`config.mk`:
```
export PLATFORM = sky130hd
export DESIGN_NAME = fetch_redirect_ctrl_flat
export DESIGN_NICKNAME = d
export VERILOG_FILES = /design/src/rtl/fetch_redirect_ctrl_pkg.sv /design/src/rtl/fetch_redirect_ctrl_if.sv /design/src/rtl/fetch_redirect_ctrl.sv /design/src/flat_wrapper.sv
export SDC_FILE = /design/constraint.sdc
export NUM_CORES = 1
export LEC_CHECK = 0
export ABC_CLOCK_PERIOD_IN_PS = 4000
export BUFFER_PORTS_ARGS = -buffer_cell sky130_fd_sc_hd__buf_2
export CAP_MARGIN = 20
export CORE_ASPECT_RATIO = 0.7
export CORE_MARGIN = 5
export CORE_UTILIZATION = 45
export CTS_BUF_LIST = sky130_fd_sc_hd__clkbuf_8
export DETAILED_ROUTE_END_ITERATION = 12
export PLACE_DENSITY = 0.74
export SYNTH_ARGS = -nofsm -noshare
export SYNTH_HDL_FRONTEND = slang
export SYNTH_SLANG_ARGS = --single-unit
```
`constraint.sdc`:
```
create_clock -name clk -period 4 [get_ports clk]
set_input_delay 0.6 -clock clk [delete_from_list [all_inputs] [get_ports clk]]
set_output_delay 0.6 -clock clk [all_outputs]
set_load 0.02 [all_outputs]
```
`src/rtl/fetch_redirect_ctrl_pkg.sv`:
```
// Shared fetch-side constants: PC-select encodings, reset vector and fetch FSM states.
// Imported by the redirect controller and its interface.
package fetch_redirect_ctrl_pkg;

    localparam logic [1:0]  PC_SEL_PC4 = 2'b00;
    localparam logic [1:0]  PC_SEL_JAL = 2'b01;
    localparam logic [1:0]  PC_SEL_BRJ = 2'b10;

    localparam logic [31:0] PC_RESET   = 32'h0000_2000;

    typedef enum logic {
        RUN  = 1'b0,
        PEND = 1'b1
    } fetch_state_e;

endpackage

```
`src/rtl/fetch_redirect_ctrl_if.sv`:
```
// Bundle between the core pipeline (master) and the fetch redirect controller (slave).
// Carries the stall and PC-select inputs and the fetch address / kill outputs.
interface fetch_redirect_ctrl_if;

    logic        pipe_stall_i;
    logic        if_stall_i;
    logic [1:0]  pc_select_i;
    logic [31:0] jal_target_ID_i;
    logic [31:0] br_target_X_i;
    logic [31:0] pc_next_o;
    logic [31:0] pc_IF_o;
    logic        ctrl_kill_ID_o;
    logic        ctrl_kill_X_o;
    logic        redirect_pend_o;

    modport slave (
        input  pipe_stall_i, if_stall_i, pc_select_i, jal_target_ID_i, br_target_X_i,
        output pc_next_o, pc_IF_o, ctrl_kill_ID_o, ctrl_kill_X_o, redirect_pend_o
    );

    modport master (
        output pipe_stall_i, if_stall_i, pc_select_i, jal_target_ID_i, br_target_X_i,
        input  pc_next_o, pc_IF_o, ctrl_kill_ID_o, ctrl_kill_X_o, redirect_pend_o
    );

endinterface

```
`src/rtl/fetch_redirect_ctrl.sv`:
```
// Fetch PC sequencer: owns pc_IF, buffers redirects that arrive during an I-cache
// stall, and generates the ID/X kill bits that squash wrong-path instructions.
module fetch_redirect_ctrl
    import fetch_redirect_ctrl_pkg::*;
#(
    parameter logic [31:0] RESET_PC = PC_RESET
) (
    input  logic                   clk,
    input  logic                   reset,
    fetch_redirect_ctrl_if.slave   fr
);

    fetch_state_e state_q, state_d;
    logic [31:0]  pc_if_q, pc_if_d;
    logic [31:0]  pend_pc_q, pend_pc_d;
    logic         kill_id_q, kill_id_d;
    logic         kill_x_q, kill_x_d;

    logic         redir_x, redir_j, redir;
    logic [31:0]  tgt;
    logic [31:0]  pc_next;

    // A freeze masks the redirect inputs entirely; X re-presents them afterwards.
    always_comb begin
        redir_x = ~fr.pipe_stall_i & (fr.pc_select_i == PC_SEL_BRJ);
        redir_j = ~fr.pipe_stall_i & (fr.pc_select_i == PC_SEL_JAL) & ~kill_id_q;
        redir   = redir_x | redir_j;
        tgt     = redir_x ? fr.br_target_X_i : fr.jal_target_ID_i;
    end

    always_comb begin
        state_d   = state_q;
        pc_if_d   = pc_if_q;
        pend_pc_d = pend_pc_q;
        kill_id_d = kill_id_q;
        kill_x_d  = kill_x_q;

        if (redir)
            pc_next = tgt;
        else if (state_q == PEND)
            pc_next = pend_pc_q;
        else
            pc_next = pc_if_q + 32'd4;

        if (!fr.pipe_stall_i) begin
            // PEND term squashes the stale-path word returning as the buffered target issues.
            kill_id_d = redir | fr.if_stall_i | (state_q == PEND);
            kill_x_d  = kill_id_q | redir_x;
            if (!fr.if_stall_i) begin
                pc_if_d = pc_next;
                state_d = RUN;
            end else if (redir) begin
                pend_pc_d = tgt;
                state_d   = PEND;
            end
        end
    end

    always_ff @(posedge clk) begin
        if (reset) begin
            state_q   <= RUN;
            pc_if_q   <= RESET_PC;
            pend_pc_q <= RESET_PC;
            kill_id_q <= 1'b1;
            kill_x_q  <= 1'b1;
        end else begin
            state_q   <= state_d;
            pc_if_q   <= pc_if_d;
            pend_pc_q <= pend_pc_d;
            kill_id_q <= kill_id_d;
            kill_x_q  <= kill_x_d;
        end
    end

    assign fr.pc_next_o       = reset ? RESET_PC : pc_next;
    assign fr.pc_IF_o         = pc_if_q;
    assign fr.ctrl_kill_ID_o  = kill_id_q;
    assign fr.ctrl_kill_X_o   = kill_x_q;
    assign fr.redirect_pend_o = (state_q == PEND);

endmodule

```
`src/flat_wrapper.sv`:
```
// flat-port wrapper written by rule: the top's interface ports become plain ports
module fetch_redirect_ctrl_flat import fetch_redirect_ctrl_pkg::*;
#(
    parameter logic [31:0] RESET_PC = PC_RESET
)
  (clk, reset, fr_pipe_stall_i, fr_if_stall_i, fr_pc_select_i, fr_jal_target_ID_i, fr_br_target_X_i, fr_pc_next_o, fr_pc_IF_o, fr_ctrl_kill_ID_o, fr_ctrl_kill_X_o, fr_redirect_pend_o);
  fetch_redirect_ctrl_if fr_i ();
  input  logic clk;
  input  logic reset;
  input wire logic [$bits(fr_i.pipe_stall_i)-1:0] fr_pipe_stall_i;
  input wire logic [$bits(fr_i.if_stall_i)-1:0] fr_if_stall_i;
  input wire logic [$bits(fr_i.pc_select_i)-1:0] fr_pc_select_i;
  input wire logic [$bits(fr_i.jal_target_ID_i)-1:0] fr_jal_target_ID_i;
  input wire logic [$bits(fr_i.br_target_X_i)-1:0] fr_br_target_X_i;
  output wire logic [$bits(fr_i.pc_next_o)-1:0] fr_pc_next_o;
  output wire logic [$bits(fr_i.pc_IF_o)-1:0] fr_pc_IF_o;
  output wire logic [$bits(fr_i.ctrl_kill_ID_o)-1:0] fr_ctrl_kill_ID_o;
  output wire logic [$bits(fr_i.ctrl_kill_X_o)-1:0] fr_ctrl_kill_X_o;
  output wire logic [$bits(fr_i.redirect_pend_o)-1:0] fr_redirect_pend_o;
  assign fr_i.pipe_stall_i = fr_pipe_stall_i;
  assign fr_i.if_stall_i = fr_if_stall_i;
  assign fr_i.pc_select_i = fr_pc_select_i;
  assign fr_i.jal_target_ID_i = fr_jal_target_ID_i;
  assign fr_i.br_target_X_i = fr_br_target_X_i;
  assign fr_pc_next_o = fr_i.pc_next_o;
  assign fr_pc_IF_o = fr_i.pc_IF_o;
  assign fr_ctrl_kill_ID_o = fr_i.ctrl_kill_ID_o;
  assign fr_ctrl_kill_X_o = fr_i.ctrl_kill_X_o;
  assign fr_redirect_pend_o = fr_i.redirect_pend_o;
  fetch_redirect_ctrl #(.RESET_PC(RESET_PC)) u_core (.clk(clk), .reset(reset), .fr(fr_i));
endmodule
```
==> results.txt, run 1 <==
- In the final layout, the multi-input gates occupy 2855 um^2.
* Cell total after placement: 771
- Die area: 12000 um^2
- Measured against its own limit, the worst slew margin works out to 49.30%.
* Clock insertion delay at the later pin of the skew report: 0.36 ns
- Based on the critical path, the design can be clocked at up to 296.3 MHz.
* Final critical path time including I/O delays and setup: 3.375 ns
* Global-route wire length before repair: 22170 um
- The sequential cells in the finished layout cover a total of 1341 um^2.
- Across all layers, the routed design uses 4629 vias.
- H-tree depth: 3
- In this run the horizontal extent of the chip is 128.8 um.
- In this run the worst hold path is classified as flip-flop to flip-flop.
- The tree is rooted in a clkbuf_8.
- Reg-to-reg startpoint: u_core.fr.ctrl_kill_ID_o$_SDFFE_PP1N_
- STA classifies the critical path startpoint as a flip-flop.
* Number of buffers added by the clock tree synthesis step: 9
- Summed over all layers, the routed wires come to 14180 um.
- Measured in cells, the most critical reg-to-reg path has a length of 7.
- Post-CTS setup buffers: 0
* Via count of the first global-routing pass: 4283
- Leak: 2.342 nW
* WL/cell: 18.00 um
- The hold violation total from the final report was 0.
- Result of the run: finished clean
- Nature of the critical path endpoint: output pin
- Placer Congestion: 0.8884
- Counting flops with an async set or reset pin after synthesis yields a share of 0%.
* Largest cells by area after synthesis: dfxtp_1, mux2i_1, nor2_1
- IR drop worst, VDD: 0.1461 mV
- Worst-Margin Slew: 0.7576 ns
- Post-route clock period utilization: 84.38%
- For this design, the CTS-stage hold fixing added 0 buffers.
- Final Max Tran Viols: 0
- Dividing the detail-routed via count by the number of cells gives 5.874.
- Of the synthesized area, sequential elements account for 30.15%.
- Maximum clock insertion buffer count: 2
- Timing startpoint of the critical path: u_core.fr.pc_IF_o[3]$_SDFFE_PP0P_
- Critical path arrival: 2.78 ns
- The setup path with the least slack is of type flip-flop to output pin.
* Hpwl dp: 10420 um
* Height of the chip: 93.18 um
- Data on the critical path is required at its endpoint by 3.40 ns.
- Unrepaired setup endpoints after global routing: false
- The layout has 913 filler cells.
* Synthesized Nets: 612
- The final layout contains 726 nets.
- Share of the synthesized area in the top cell type: 30.15%
- On the final layout, the worst clock skew is 0.01079 ns.
- Non-Filler Instances: 788
* Commonest cells in the netlist: nor2_1, dfxtp_1, mux2i_1
* Area growth from synthesis to layout: 21.35%
* Hold_ws: 0.4874 ns
- TritonCTS built the clock tree.
* Synth warnings: 0
- # resized after CTS: 0
- Count of cell types in the netlist: 68
- Top fanout value on the critical path: 6
- Starting density of the core: 45.93%
- DRC violations left: 0
* Post-synth EDFFs: 0
- # rows: 30
- Area inside the core boundary: 9684 um^2
- For this block, the initial DRC count from the detailed router was 306.
- Cells after Synth: 541
- Clock-pin slew was measured on the worst setup and hold paths at 0.08 ns.
* Total negative slack: 0 ns
* Power Density: 325.4 nW/um^2
- Global routing finished with a remaining overflow of 0.
- The detail route stage leaves a number of antenna-violating nets equal to 0.
- Clock sink count: 67
- In the post-synthesis netlist, the cell with the most instances is nor2_1.
- The synthesized design contains 67 register bits.
- The count of buffers added on input and output ports is 136.
* Syn avg cell area: 8.222 um^2
* Flip-flop cell with the highest count after synthesis: dfxtp_1
- The repair_antennas step left the layout with diodes totalling 0.
- Entering global routing, the biggest net connects 40 pins.
- Worst flop-to-flop path endpoint: u_core.pend_pc_q[30]$_SDFFE_PP0P_
* Antenna violations before repair: 0
* Area of the mapped netlist: 4448 um^2
- Setup violations remaining at the end of the flow were counted as 0.
- In the final layout, the share of cells above drive strength 1 is 29.55%.
- The largest total area in the synthesized netlist belongs to dfxtp_1.
- R2r setup slk: 1.46 ns
- GRT Total Usage: 23.17%
- The most critical setup path has its endpoint at fr_pc_next_o[24].
- The pre-antenna-repair detailed-routing pass consisted of 6 iterations.
- Number of maximum-capacitance constraint violations: 0
* Number of top-level pins: 137
-- power breakdown --
part	leakage, nW	switching [W]	internal (W)
combinational	1.68	0.000224	0.000144
clock	0.119	0.000272	0.000382
sequential	0.546	0.0000368	0.000698
total	2.34	0.000533	0.00122
-- through the flow --
| step | utilization (%) | power, W | worst slack (ns) | instance area [um^2] |
|---|---|---|---|---|
| after floorplan | - | 0.0009859 | 1.245 | 4448 |
| final | 55.74 | 0.001757 | 0.6249 | 5398 |
| after CTS | 55.53 | 0.001762 | 0.5160 | 5378 |
| after global placement | 53.19 | 0.001105 | 0.5879 | 5151 |
| after detailed placement | 53.19 | 0.001114 | 0.5163 | 5151 |
| after global routing | 55.74 | 0.001831 | 0.4792 | 5398 |
-- kinds of logic (layout without fill, tap and decap cells) --
family                   Yosys count  in the layout  synth area share [%]
multiplexers                      45             45                 10.24
AO/OA/AOI/OAI                    149            149                 25.12
flip-flops                        67             67                 30.15
AND/OR/NAND/NOR                  211            211                 25.01
adder cells (fa/ha/maj)            1              1                0.2812
XOR/XNOR                          17             17                 3.347
buffers and inverters             51            170                 5.851
-- worst min path at each step --
| stage | start | end | slack (ns) | cells after the start |
|---|---|---|---|---|
| 3_3_place_gp | u_core.pend_pc_q[13]$_SDFFE_PP1P_ | u_core.pend_pc_q[13]$_SDFFE_PP1P_ | 0.45 | 1 |
| 5_1_grt | u_core.pend_pc_q[13]$_SDFFE_PP1P_ | u_core.pend_pc_q[13]$_SDFFE_PP1P_ | 0.49 | 1 |
| 4_1_cts | u_core.pend_pc_q[13]$_SDFFE_PP1P_ | u_core.pend_pc_q[13]$_SDFFE_PP1P_ | 0.48 | 1 |
| 6_report | u_core.pend_pc_q[13]$_SDFFE_PP1P_ | u_core.pend_pc_q[13]$_SDFFE_PP1P_ | 0.49 | 1 |
| 3_5_place_dp | u_core.pend_pc_q[13]$_SDFFE_PP1P_ | u_core.pend_pc_q[13]$_SDFFE_PP1P_ | 0.46 | 1 |
| 2_1_floorplan | u_core.pend_pc_q[13]$_SDFFE_PP1P_ | u_core.pend_pc_q[13]$_SDFFE_PP1P_ | 0.43 | 1 |
-- area by class of cell --
| cell class | count | area share, % |
|---|---|---|
| clock buffer | 11 | 2.805 |
| clock inverter | 5 | 1.391 |
| sequential | 67 | 24.85 |
| timing repair buffer | 147 | 14.60 |
| tap | 128 | 2.967 |
| multi-input combinational | 423 | 52.90 |
| inverter | 7 | 0.4868 |
-- routing by layer --
metal  GRT usage [%]  part of all wire, %
met1           33.47                   45
met2           34.53                   43
met3           5.365                   10
met4           6.119                  1.7
met5               0                    0
-- worst max-delay path, stage by stage, from the launching register on --
cell	delay, ns
dfxtp_1	0.46
ha_1	0.25
and3_1	0.38
nand4_4	0.18
or4_1	0.43
a31o_1	0.25
a21oi_1	0.24
buf_2	0.22
-- placed cells by master, fill, tap and decap left out, types with 14 or more instances in the layout --
cell | netlist | routed
buf_2 | 7 | 136
nor2_1 | 89 | 88
dfxtp_1 | 67 | 67
mux2i_1 | 41 | 41
a211oi_1 | 36 | 36
a21oi_1 | 25 | 25
nand2_1 | 20 | 20
nand3_1 | 17 | 17
nor3_1 | 16 | 16
o21ai_0 | 14 | 14
-- registers in the layout (all words and copies together) (netlist names) --
signal	count
u_core.pend_pc_q	32
u_core.fr.ctrl_kill_ID_o	1
u_core.fr.pc_IF_o	32
u_core.fr.redirect_pend_o	1
u_core.fr.ctrl_kill_X_o	1
Power figures use the tool's default switching activity.
==> run 2, diff against run 1 <==
ABC_CLOCK_PERIOD_IN_PS = 3400   (was 4000)
clock period = 3.4 ns   (was 4 ns; I/O delays follow)
==> results.txt, run 2 (synthesis gave the netlist of run 1 again) <==
* # resized after CTS: 0
- Largest net degree at the start of global routing: 59
* Number of maximum-capacitance constraint violations: 0
- The worst setup path is of the flip-flop to output pin kind.
- For this run, design rule violations remaining after detail routing come to 0.
* Final Hold Violating Endpoints: 0
* Endpoint of the worst hold-timing path: u_core.pend_pc_q[13]$_SDFFE_PP1P_
* Clock-pin slew reported for the worst setup and hold paths after clock tree synthesis: 0.08 ns
* Height of the chip: 93.18 um
- Starting density of the core: 45.93%
- The floorplan step set the die width to 128.8 um.
- In the final routed layout, each cell accounts on average for 18.46 um.
* Minimum setup slack in the final design: 0.1844 ns
- Using the TritonRoute via totals, the vias-per-cell ratio works out to 5.976.
- Highest-delay cell along the critical path: dfxtp_1
- Total power: 0.001950 W
- Summed over all layers, the routed wires come to 14570 um.
- Setup Viol. Count Final: 0
* Met1 Use GR: 35.64%
- R2r setup slk: 1.03 ns
- The number of antenna violations at the first check in global routing came to 0.
- The number of global-route vias before repair came to 4448.
- The first global-routing pass estimated 23040 um of wire.
* Antenna Diode Count: 0
* Most used cells in the layout excluding fill and tap cells: buf_2, nor2_1, dfxtp_1
- The floorplan step defined a core boundary enclosing 9684 um^2.
- The detailed router finished its first iteration with 439 violations.
- Hpwl dp: 10910 um
- CTS tree: yes
- The worst setup path is launched from a flip-flop.
* Post-route clock period utilization: 94.58%
- Total number of vias: 4715
- The min-delay analysis places its worst path in the category flip-flop to flip-flop.
- Placer Congestion: 0.8909
* Busiest metal layer after global routing: met1
* Pre-antenna DRT Iters: 5
- For this run the aggregate overflow at the end of global routing stands at 0.
* Leak: 2.339 nW
* Timing startpoint of the critical path: u_core.fr.pc_IF_o[2]$_SDFFE_PP0P_
- In this run the tool buffered the top-level ports with 136 buffer cells.
- Global routing used 23.88% of the available tracks.
* Nature of the critical path endpoint: output pin
- Number of buffers added by the clock tree synthesis step: 9
- Power Density: 362.2 nW/um^2
- In this run the critical register-to-register path is launched from u_core.fr.ctrl_kill_ID_o$_SDFFE_PP1N_.
- Measured on the finished design, the core utilization comes to 55.58%.
* Worst flop-to-flop path endpoint: u_core.pend_pc_q[15]$_SDFFE_PP0P_
- Unrepaired setup endpoints after global routing: false
- Hold buffer count at cts: 0
* Post-layout instance area: 5383 um^2
- Worst-Margin Slew: 0.8509 ns
- Hold Path Origin: u_core.pend_pc_q[13]$_SDFFE_PP1P_
- The routed design could run at a clock period as short as 3.216 ns.
* Final Max Tran Viols: 0
* Total negative slack: 0 ns
- From synthesis to final layout, the design area changed by 21.01%.
- In this design, the stage delay of the slowest critical-path cell is 0.47 ns.
* Path depth of the worst reg2reg path: 7
- Relative slew slack: 43.07%
* Post-CTS setup buffers: 0
- Max Clk Rate: 311.0 MHz
- For this run, global-route usage on met2 was measured as 34.74%.
* Data required time at the worst endpoint: 2.89 ns
- Result of the run: finished clean
* Post-DRT Antenna Nets: 0
- Setup WS pre-CTS: 0.4609 ns
- Top fanout value on the critical path: 7
* # rows: 30
* Net total in the final layout: 727
- The clock passes through at most 2 buffers.
- Critical path arrival: 2.71 ns
* Share of cells above drive strength 1: 29.35%
- The clock arrives with 0.007105 ns of skew.
- Number of top-level pins: 137
* H-tree depth: 3
- Clock sink count: 67
- Met3 Use GR: 4.966%
- IR drop worst, VDD: 0.2468 mV
* Leading cell type in the layout, fill and taps excluded: buf_2
* Sequence of cells on the critical path: ha_1, nand3_1, nor4_2, nand4_1, xnor2_1, o21ai_0, buf_2
- Dpl cell area: 5191 um^2
* CTS root buffer: clkbuf_8
- Die area: 12000 um^2
- Number of stages on the worst hold path: 1
* Clock insertion delay at the later pin of the skew report: 0.35 ns
run 2: worst max-delay path by stage:
| stage | end | cells after the start |
|---|---|---|
| after global routing | fr_pc_next_o[26] | 7 |
| after global placement | fr_pc_next_o[22] | 8 |
| after detailed placement | fr_pc_next_o[22] | 8 |
| after floorplan | fr_pc_next_o[24] | 7 |
| after CTS | fr_pc_next_o[26] | 7 |
| final | fr_pc_next_o[26] | 7 |
run 2: power breakdown:
part	switching [W]	leakage [nW]	internal, W
clock	0.000307	0.108	0.000339
sequential	0.0000469	0.546	0.000821
combinational	0.000265	1.68	0.000172
total	0.000618	2.34	0.00133
run 2: final cells by class:
| class | count | area [um^2] |
|---|---|---|
| Fill cell | 926 | 4302 |
| Multi-Input combinational cell | 423 | 2855 |
| Sequential cell | 67 | 1341 |
| Timing Repair Buffer | 148 | 808.3 |
| Clock buffer | 13 | 178.9 |
| Tap cell | 128 | 160.2 |
| Inverter | 7 | 26.28 |
| Clock inverter | 3 | 12.51 |
run 2: critical path, delay by kind of cell, from the launching register on:
| family | cells | cell delay [ns] |
|---|---|---|
| compound gates | 1 | 0.24 |
| xor+xnor | 1 | 0.18 |
| fa+ha+maj | 1 | 0.26 |
| buf+inv | 1 | 0.22 |
| flops | 1 | 0.47 |
| simple gates | 3 | 0.98 |
run 2: metrics by stage:
step                      hold WS [ns]  instances
after detailed placement        0.4669        773
after CTS                       0.4840        789
final                           0.4876        789
after floorplan                 0.4347        541
after global placement          0.4488        773
after global routing            0.4977        789
run 2: routing by layer:
metal / vias up / share of wire [%]
met5: - / 0
met2: 243 / 42
met4: 0 / 1.4
met1: 2206 / 47
li1: 2245 / -
met3: 21 / 9.0
==> run 3, diff against run 2 <==
CAP_MARGIN = not set   (was 20)
RECOVER_POWER = 50   (was not set)
==> results.txt, run 3 (synthesis gave the netlist of run 1 again) <==
- Antenna Diode Count: 0
- Dividing the detail-routed wire length by the instance count gives 18.57 um.
- The die covers 12000 um^2.
- Detailed Route Iter0 Violations: 398
- Clock insertion delay at the later pin of the skew report: 0.35 ns
- Total number of vias: 4765
- The top cell types in the final layout, fill and taps aside, are buf_2, nor2_1, dfxtp_1.
- Final Max Tran Viols: 0
- Area growth from synthesis to layout: 19.38%
- Remaining global-route overflow: 0
* GRT Total Usage: 23.88%
* Via count of the first global-routing pass: 4448
* Reg-to-reg startpoint: u_core.fr.ctrl_kill_ID_o$_SDFFE_PP1N_
- Number of top-level pins: 137
- The design draws 0.001938 W.
- Once detail routing completed, the nets flagged for antenna violations numbered 0.
- The worst setup path is captured at an output pin.
- Hold is met by 0.4883 ns.
* Hold buffer count at cts: 0
- Net total in the final layout: 727
- DRC violations left: 0
- With fillers left out, the area of the finished cells amounts to 5310 um^2.
- CTS tree: yes
* Leading cell type in the layout, fill and taps excluded: buf_2
* Launching element type of the critical path: flip-flop
- Number of stages on the worst hold path: 1
- Wire length reported by the detailed router: 14650 um
- Die extent in x: 128.8 um
- Worst Clk Skew: 0.005510 ns
- Maximum clock insertion buffer count: 2
- Highest-delay cell along the critical path: dfxtp_1
- Endpoint of the worst hold-timing path: u_core.pend_pc_q[13]$_SDFFE_PP1P_
- Result of the run: finished clean
- WS Path Type: flip-flop to output pin
- Of all nets on the critical path, the largest fanout is 7.
* Power Density: 364.9 nW/um^2
- Cells with a size suffix above 1 make up 23.00% of the layout.
- Setup Viol. Count Final: 0
- The cell sitting at the root of the clock tree is a clkbuf_8.
* Number of maximum-capacitance constraint violations: 0
- After detailed placement, the total cell area comes to 5191 um^2.
- Once the floorplan was initialized, standard cells occupied 45.93% of the core.
- Sequence of cells on the critical path: ha_1, nand3_1, nor4_2, nand4_1, xnor2_1, o21ai_0, buf_2
- Derived from the worst setup path, the maximum achievable clock frequency is 306.7 MHz.
- Worst-Margin Slew: 0.8460 ns
* Post-CTS setup buffers: 0
- Global-route wire length before repair: 23040 um
* Count of port buffers added during placement: 136
- Counting the buffers created by CTS gives 9.
- Measured in cells, the most critical reg-to-reg path has a length of 7.
* Antenna violations before repair: 0
- Final Hold Violating Endpoints: 0
* Clock-pin slew reported for the worst setup and hold paths after clock tree synthesis: 0.07 ns
- The final critical path takes up 95.91% of the cycle.
- Measured on the finished design, the core utilization comes to 54.83%.
- Clock sink count: 67
* Fill cells: 945
- Worst flop-to-flop path endpoint: u_core.pend_pc_q[15]$_SDFFE_PP0P_
* Area inside the core boundary: 9684 um^2
- Delay of the slowest critical-path stage: 0.48 ns
- IR drop worst, VDD: 0.2498 mV
- Largest net degree at the start of global routing: 59
- Using the TritonRoute via totals, the vias-per-cell ratio works out to 6.039.
- Height of the chip: 93.18 um
- The pre-antenna-repair detailed-routing pass consisted of 5 iterations.
* Critical path arrival: 2.75 ns
* Leak: 2.199 nW
* Kind of path behind the tightest hold check: flip-flop to flip-flop
* Data required time at the worst endpoint: 2.89 ns
- The clock tree synthesis step divided the H-tree into 3 levels.
* R2r setup slk: 0.66 ns
* Total negative slack: 0 ns
* Hpwl dp: 10910 um
- Gates resized during post-CTS repair numbered 0.
- Unrepaired setup endpoints after global routing: false
- Hold Path Origin: u_core.pend_pc_q[13]$_SDFFE_PP1P_
- Relative slew slack: 43.39%
* Final critical path time including I/O delays and setup: 3.261 ns
- Placer Congestion: 0.8909
- After floorplanning, the core was divided into 30 placement rows.
==> run 3: changes by cell type in the layout (fill, tap and decap cells not counted), sizes merged <==
| cell | before | now |
|---|---|---|
| buf | 148 | 112 |
| clkbuf | 13 | 49 |
==> run 3: stage by stage <==
| step | worst slack, ns | instances |
|---|---|---|
| 2_1_floorplan | 0.7352 | 541 |
| 3_3_place_gp | 0.5085 | 773 |
| 3_5_place_dp | 0.4609 | 773 |
| 4_1_cts | 0.2017 | 789 |
| 5_1_grt | 0.03496 | 789 |
| 6_report | 0.1390 | 789 |
==> run 3: cell type report <==
type / count / area [um^2] / area share [%]
inverters: 7 / 26.28 / 0.4948
clock inverters: 3 / 12.51 / 0.2356
repair buffers: 148 / 760.7 / 14.33
flip-flops and latches: 67 / 1341 / 25.26
well taps: 128 / 160.2 / 3.016
clock buffers: 13 / 178.9 / 3.369
multi-input cells: 423 / 2830 / 53.30
==> run 3: per-layer routing <==
| layer | wire (um) | vias to the layer above | track usage [%] |
|---|---|---|---|
| met3 | 1450 | 21 | 4.966 |
| li1 | - | 2250 | - |
| met5 | 0 | - | 0 |
| met2 | 6197 | 258 | 34.74 |
| met1 | 6819 | 2236 | 35.64 |
| met4 | 185 | 0 | 6.031 |
==> run 3: power by group <==
| part | switching, W | leakage (nW) | total, W | internal (W) |
|---|---|---|---|---|
| clock network | 0.000303 | 0.108 | 0.000642 | 0.000339 |
| registers | 0.0000474 | 0.546 | 0.000868 | 0.000821 |
| logic | 0.000263 | 1.54 | 0.000427 | 0.000164 |
| total | 0.000614 | 2.20 | 0.00194 | 0.00132 |
==> run 3: how the worst max path moves through the flow <==
stage                                                  from               end  cells after the start
after global placement                    fr_pc_select_i[0]  fr_pc_next_o[22]                      8
after floorplan           u_core.fr.pc_IF_o[2]$_SDFFE_PP0P_  fr_pc_next_o[24]                      7
after CTS                 u_core.fr.pc_IF_o[2]$_SDFFE_PP0P_  fr_pc_next_o[26]                      7
final                     u_core.fr.pc_IF_o[2]$_SDFFE_PP0P_  fr_pc_next_o[26]                      7
after detailed placement                  fr_pc_select_i[0]  fr_pc_next_o[22]                      8
after global routing      u_core.fr.pc_IF_o[2]$_SDFFE_PP0P_  fr_pc_next_o[26]                      7
==> run 3: worst max-delay path, delay by kind of cell (launching register included) <==
family                   cells  cell delay [ns]
adder cells (fa/ha/maj)      1             0.26
AND/OR/NAND/NOR              3             1.01
XOR/XNOR                     1             0.18
AO/OA/AOI/OAI                1             0.24
flip-flops                   1             0.48
buffers and inverters        1             0.22
